File: src/rtl/tff_bank_sync.sv
// tff_bank_sync
// Bank of WIDTH toggle flip-flops sharing one mode control. Each edge the bank
// holds, toggles under a per-bit mask, parallel-loads, or counts up/down.
// In count mode the flip-flops are chained through explicit toggle enables.
// Bit i toggles when all lower bits are 1 (up) or all lower bits are 0 (down).
// Also reports a wrap pulse and the set of bits that changed on the last edge.
//
// Optional build macro: TFF_BANK_SAT_EN
//   defined   -> count mode saturates at the limit instead of wrapping.
//                wrap is asserted on every blocked count step.
//   undefined -> count mode wraps modulo 2^WIDTH.
//                wrap is a single pulse per crossing.
//
// Port handshake: there is none. Inputs are sampled on every rising edge.
// All outputs are registered and describe the result of the previous edge.

module tff_bank_sync #(
   parameter int unsigned           WIDTH   = 8,
   parameter logic [WIDTH-1:0]      RST_VAL = {WIDTH{1'b0}}
) (
   input  logic             clk,
   input  logic             rst,
   input  logic [1:0]       mode,
   input  logic [WIDTH-1:0] t,
   input  logic             up,
   input  logic [WIDTH-1:0] d,
   output logic [WIDTH-1:0] q,
   output logic             wrap,
   output logic [WIDTH-1:0] toggled
);

   localparam logic [1:0] MODE_HOLD   = 2'b00;
   localparam logic [1:0] MODE_TOGGLE = 2'b01;
   localparam logic [1:0] MODE_LOAD   = 2'b10;
   localparam logic [1:0] MODE_COUNT  = 2'b11;

   logic [WIDTH-1:0] r_q;
   logic             r_wrap;
   logic [WIDTH-1:0] r_toggled;

   logic [WIDTH-1:0] w_en_up;     // bit i toggles when counting up
   logic [WIDTH-1:0] w_en_dn;     // bit i toggles when counting down
   logic [WIDTH-1:0] w_cnt_mask;
   logic             w_at_limit;  // step would cross all-ones (up) or zero (down)
   logic [WIDTH-1:0] w_q_next;
   logic             w_wrap_next;

   // Ripple of per-bit toggle enables: each stage qualifies the one above it.
   assign w_en_up[0] = 1'b1;
   assign w_en_dn[0] = 1'b1;
   for (genvar i = 1; i < WIDTH; i++) begin : g_chain
      assign w_en_up[i] = w_en_up[i-1] &  r_q[i-1];
      assign w_en_dn[i] = w_en_dn[i-1] & ~r_q[i-1];
   end

   assign w_cnt_mask = up ? w_en_up : w_en_dn;

   // The top stage's enable combined with the top bit is the terminal detect.
   assign w_at_limit = up ? (w_en_up[WIDTH-1] &  r_q[WIDTH-1])
                          : (w_en_dn[WIDTH-1] & ~r_q[WIDTH-1]);

   // Next-state selection for the bank and wrap flag from the current mode.
   always_comb begin
      w_q_next    = r_q;
      w_wrap_next = 1'b0;
      case (mode)
         MODE_HOLD: begin
            w_q_next = r_q;
         end
         MODE_TOGGLE: begin
            w_q_next = r_q ^ t;
         end
         MODE_LOAD: begin
            w_q_next = d;
         end
         MODE_COUNT: begin
            // Only t[0] enables counting; the upper mask bits are ignored.
            if (t[0]) begin
               w_wrap_next = w_at_limit;
`ifdef TFF_BANK_SAT_EN
               // A blocked step at the limit leaves q untouched.
               if (!w_at_limit) begin
                  w_q_next = r_q ^ w_cnt_mask;
               end
`else
               w_q_next = r_q ^ w_cnt_mask;
`endif
            end
         end
         default: begin
            w_q_next = r_q;
         end
      endcase
   end

   // State register: reset overrides every mode and suppresses wrap.
   always_ff @(posedge clk) begin
      if (rst) begin
         r_q       <= RST_VAL;
         r_wrap    <= 1'b0;
         r_toggled <= '0;
      end else begin
         r_q       <= w_q_next;
         r_wrap    <= w_wrap_next;
         r_toggled <= w_q_next ^ r_q;
      end
   end

   assign q       = r_q;
   assign wrap    = r_wrap;
   assign toggled = r_toggled;

endmodule
File: config.mk
export PLATFORM = sky130hd
export DESIGN_NAME = tff_bank_sync
export DESIGN_NICKNAME = d
export VERILOG_FILES = /design/src/rtl/tff_bank_sync.sv
export SDC_FILE = /design/constraint.sdc
export NUM_CORES = 1
export LEC_CHECK = 0
export ABC_CLOCK_PERIOD_IN_PS = 2200
export CAP_MARGIN = 20
export CELL_PAD_IN_SITES_DETAIL_PLACEMENT = 0
export CELL_PAD_IN_SITES_GLOBAL_PLACEMENT = 1
export CORE_UTILIZATION = 25
export DETAILED_ROUTE_END_ITERATION = 7
export PLACE_DENSITY_LB_ADDON = 0.1
export SYNTH_ARGS = -nofsm -noshare
export SYNTH_HDL_FRONTEND = slang
export SYNTH_SLANG_ARGS = --single-unit
File: constraint.sdc
create_clock -name clk -period 2.2 [get_ports clk]
set_clock_uncertainty 0.05 [all_clocks]
set_input_delay 0.22 -clock clk [delete_from_list [all_inputs] [get_ports clk]]
set_output_delay 0.22 -clock clk [all_outputs]
set_load 0.02 [all_outputs]
==> results.yml <==
worst_setup_path:
  crit_path_start: "q[2]"
  cp.arrival_ns: 1.90
  rr_worst_depth: 4
  path_class: "flip-flop to flip-flop"
  critPathCaptureType: "flip-flop"
  path_cells: "or4_4 > o32ai_1 > or4b_2 > o211ai_1"
  critPathMaxStageDelay_ns: 0.59
  reg2reg_from: "q[2]"
  rr_endpoint: "q[6]"
  crit_fanout: 8
  startpoint_type: "flip-flop"
  critPathTopFamily: "simple AND/OR/NAND/NOR gates"
  crit_buf_inv: 0
  r2r_setup_slack_ns: 0.39
  crit_path_top_delay_cell: "or4_4"
  cp.required_ns: 2.29
layout:
  stdcell_area_um2: 1820
  fillers: 495
  multi_input_area_um2: 826
  antenna_cells: 0
  fin_nets: 228
  register_area_um2: 340
  drive_gt1_frac: 0.131
  post-route-util: 0.380
  area_growth_pct: 44.3
routing:
  antenna_left: 0
  viasPerCell: 4.96
  drt-pass1-iter-count: 4
  route.detailed.drc: 0
  vias: 1355
  wl_per_cell_um: 13.5
  drtIter0Drc: 72
  drt_wl_total_um: 3690
synth:
  synthTopCellsByArea: "dfxtp_1 (27%), xor2_1 (7.6%), mux2i_1 (5.6%)"
  synth_compound_area_frac: 0.267
  synth_fa_ha_area_frac: 0
  synth_cell_type_count: 41
  yosysSeqAreaShare: 0.270
  synth_top_family_by_area: "compound AO/OA/AOI/OAI gates"
  synth_simple_gate_area_share: 0.235
  synth_ff_type: "dfxtp_1"
  yosys.area.top_type_share: 0.270
  yosysWarnings: 0
  async_reset_ff_frac: 0
  synth.net_count: 183
  synth_edf_count: 0
  synthXorXnorAreaFrac: 0.0972
  synth_largest_area_cell: "dfxtp_1"
  synthCells: 162
  synth_mux_area_frac: 0.0556
  synth_area_per_cell_um2: 7.79
  synth_seq_cells: 17
  syn_area_um2: 1260
sta:
  slew_violations: 0
  worstMarginPinSlew_ns: 0.420
  slew_headroom: 0.719
  grt_setup_unrepaired: "false"
  fmax_mhz: 551
  holdWs_ns: 0.571
  period_share: 0.824
  finalHoldViolCount: 0
  fin_crit_ns: 1.81
  fin_setup_tns_ns: 0
  setup_violations: 0
  setup_ws_ns: 0.386
power:
  combPwrFrac: 0.363
  p_sw_w: 0.000313
  power_frac_clock: 0.258
  p_int_w: 0.000631
  power.share.switching: 0.332
  p_leak_nw: 0.667
  p_per_area_nw_per_um2: 519
  ir_worst_vdd_mv: 0.278
  p_seq_frac: 0.379
floorplan:
  core-area_um2: 4790
  fp.dieArea_um2: 5330
  start_util: 0.264
  die_h_um: 73.0
  io_pins: 38
  rows: 25
  dieWidth_um: 73.0
clocking:
  cts_root_buf: "clkbuf_8"
  path_clk_slew_ns: 0.07
  clock_latency_ns: 0.25
  cts_tree: "done"
  clock-sinks: 17
  h-tree-depth: 1
  cts-hold-fix-buffers: 0
  cts_setup_buffers: 0
  cts_resized: 0
  cts_buffers: 3
  cts_buffer_depth: 2
worst_hold_path:
  hold_end: "toggled[3]"
  holdPathStages: 3
  hold_path.startpoint: "t[3]"
  hp-class: "primary input to flip-flop"
global_route:
  grt_pass1_vias: 1312
  overflow: 0
  grt_pass1_wl_um: 6230
  antenna_found_initial: 0
  grt_max_degree: 18
  grt_usage: 0.149
place:
  dp_hpwl_um: 2880
  pre_cts_ws_ns: 0.177
  placed_area_um2: 1770
  globalplace.congestion: 0.825
  portBuffers: 37
job:
  cap_viol_max_count: 0
run_status:
  status: "complete, no violations"
stage by stage:
| stage | total power [W] | instances |
|---|---|---|
| after floorplan | 0.000560 | 162 |
| after global placement | 0.000703 | 269 |
| after detailed placement | 0.000708 | 269 |
| after CTS | 0.000952 | 273 |
| after global routing | 0.00100 | 273 |
| final | 0.000944 | 273 |
flip-flops by register name, indices dropped and copies added (netlist names):
register and cells:
wrap 1, toggled 8, q 8
layout by cell type, fill, tap and decap left out, types with 5 or more instances in the layout:
| cell type | count |
|---|---|
| clkdlybuf4s50_1 | 37 |
| nand3_1 | 5 |
| dfxtp_1 | 17 |
| mux2i_1 | 7 |
| o21ai_0 | 8 |
| a22oi_1 | 5 |
| nor2_1 | 8 |
| nand2_1 | 10 |
| buf_4 | 18 |
| nor3_1 | 9 |
| a21oi_1 | 12 |
| a311oi_1 | 5 |
| xor2_1 | 11 |
| inv_1 | 5 |
worst max path at each step:
stage,end,slack (ns),cells after the start
CTS,q[6],0.40,4
detailed placement,q[6],0.18,5
global route,toggled[7],0.32,4
floorplan,q[6],0.25,6
global placement,q[6],0.19,5
finish,q[6],0.39,4
cell type report:
cell class | count | share of cell area
timing repair buffer | 55 | 0.278
multi-input combinational | 125 | 0.454
inverter | 5 | 0.0103
sequential | 17 | 0.187
tap | 67 | 0.0460
clock inverter | 1 | 0.00275
clock buffer | 3 | 0.0227
worst min-delay path, cell delays in order:
cell and delay (ns):
clkdlybuf4s50_1 0.44, nand2b_1 0.08, a311oi_1 0.08
power by group through the flow:
stage	combinational (W)	sequential (W)	clock, W
after floorplan	0.000172	0.000388	0
after global placement	0.000338	0.000365	0
after detailed placement	0.000342	0.000366	0
after CTS	0.000344	0.000358	0.000250
after global routing	0.000377	0.000362	0.000263
final	0.000343	0.000358	0.000244
synthesized netlist by cell type, drive strengths merged, types with 2 or more instances:
library cell  count
dfxtp            17
or4               2
and2              2
o21a              3
and4              2
nor2b             2
a31oi             2
o21ai             8
a22oi             5
o211ai            4
mux2i             7
or2               2
nand2            10
xor2             11
clkbuf            9
buf               6
nand4             2
nand2b            4
nor2              8
o32ai             2
or4b              2
a21oi            12
nand3             5
inv               5
a21o              2
a311oi            6
a211oi            3
o22ai             2
xnor2             3
nor3              9
cells by family (layout without fill, tap and decap cells):
kind of cell / count (synthesis) / after routing
compound gates: 50 / 50
xor+xnor: 14 / 14
buf+inv: 20 / 64
flops: 17 / 17
mux: 7 / 7
simple gates: 54 / 54
routing by layer:
| layer | track usage | vias up | wire length (um) |
|---|---|---|---|
| met5 | 0 | - | 0 |
| met2 | 0.247 | 36 | 1690 |
| met1 | 0.196 | 635 | 1780 |
| li1 | - | 680 | - |
| met3 | 0.0387 | 4 | 177 |
| met4 | 0.0283 | 0 | 42 |
No activity file was read; power rests on OpenSTA's default activity.
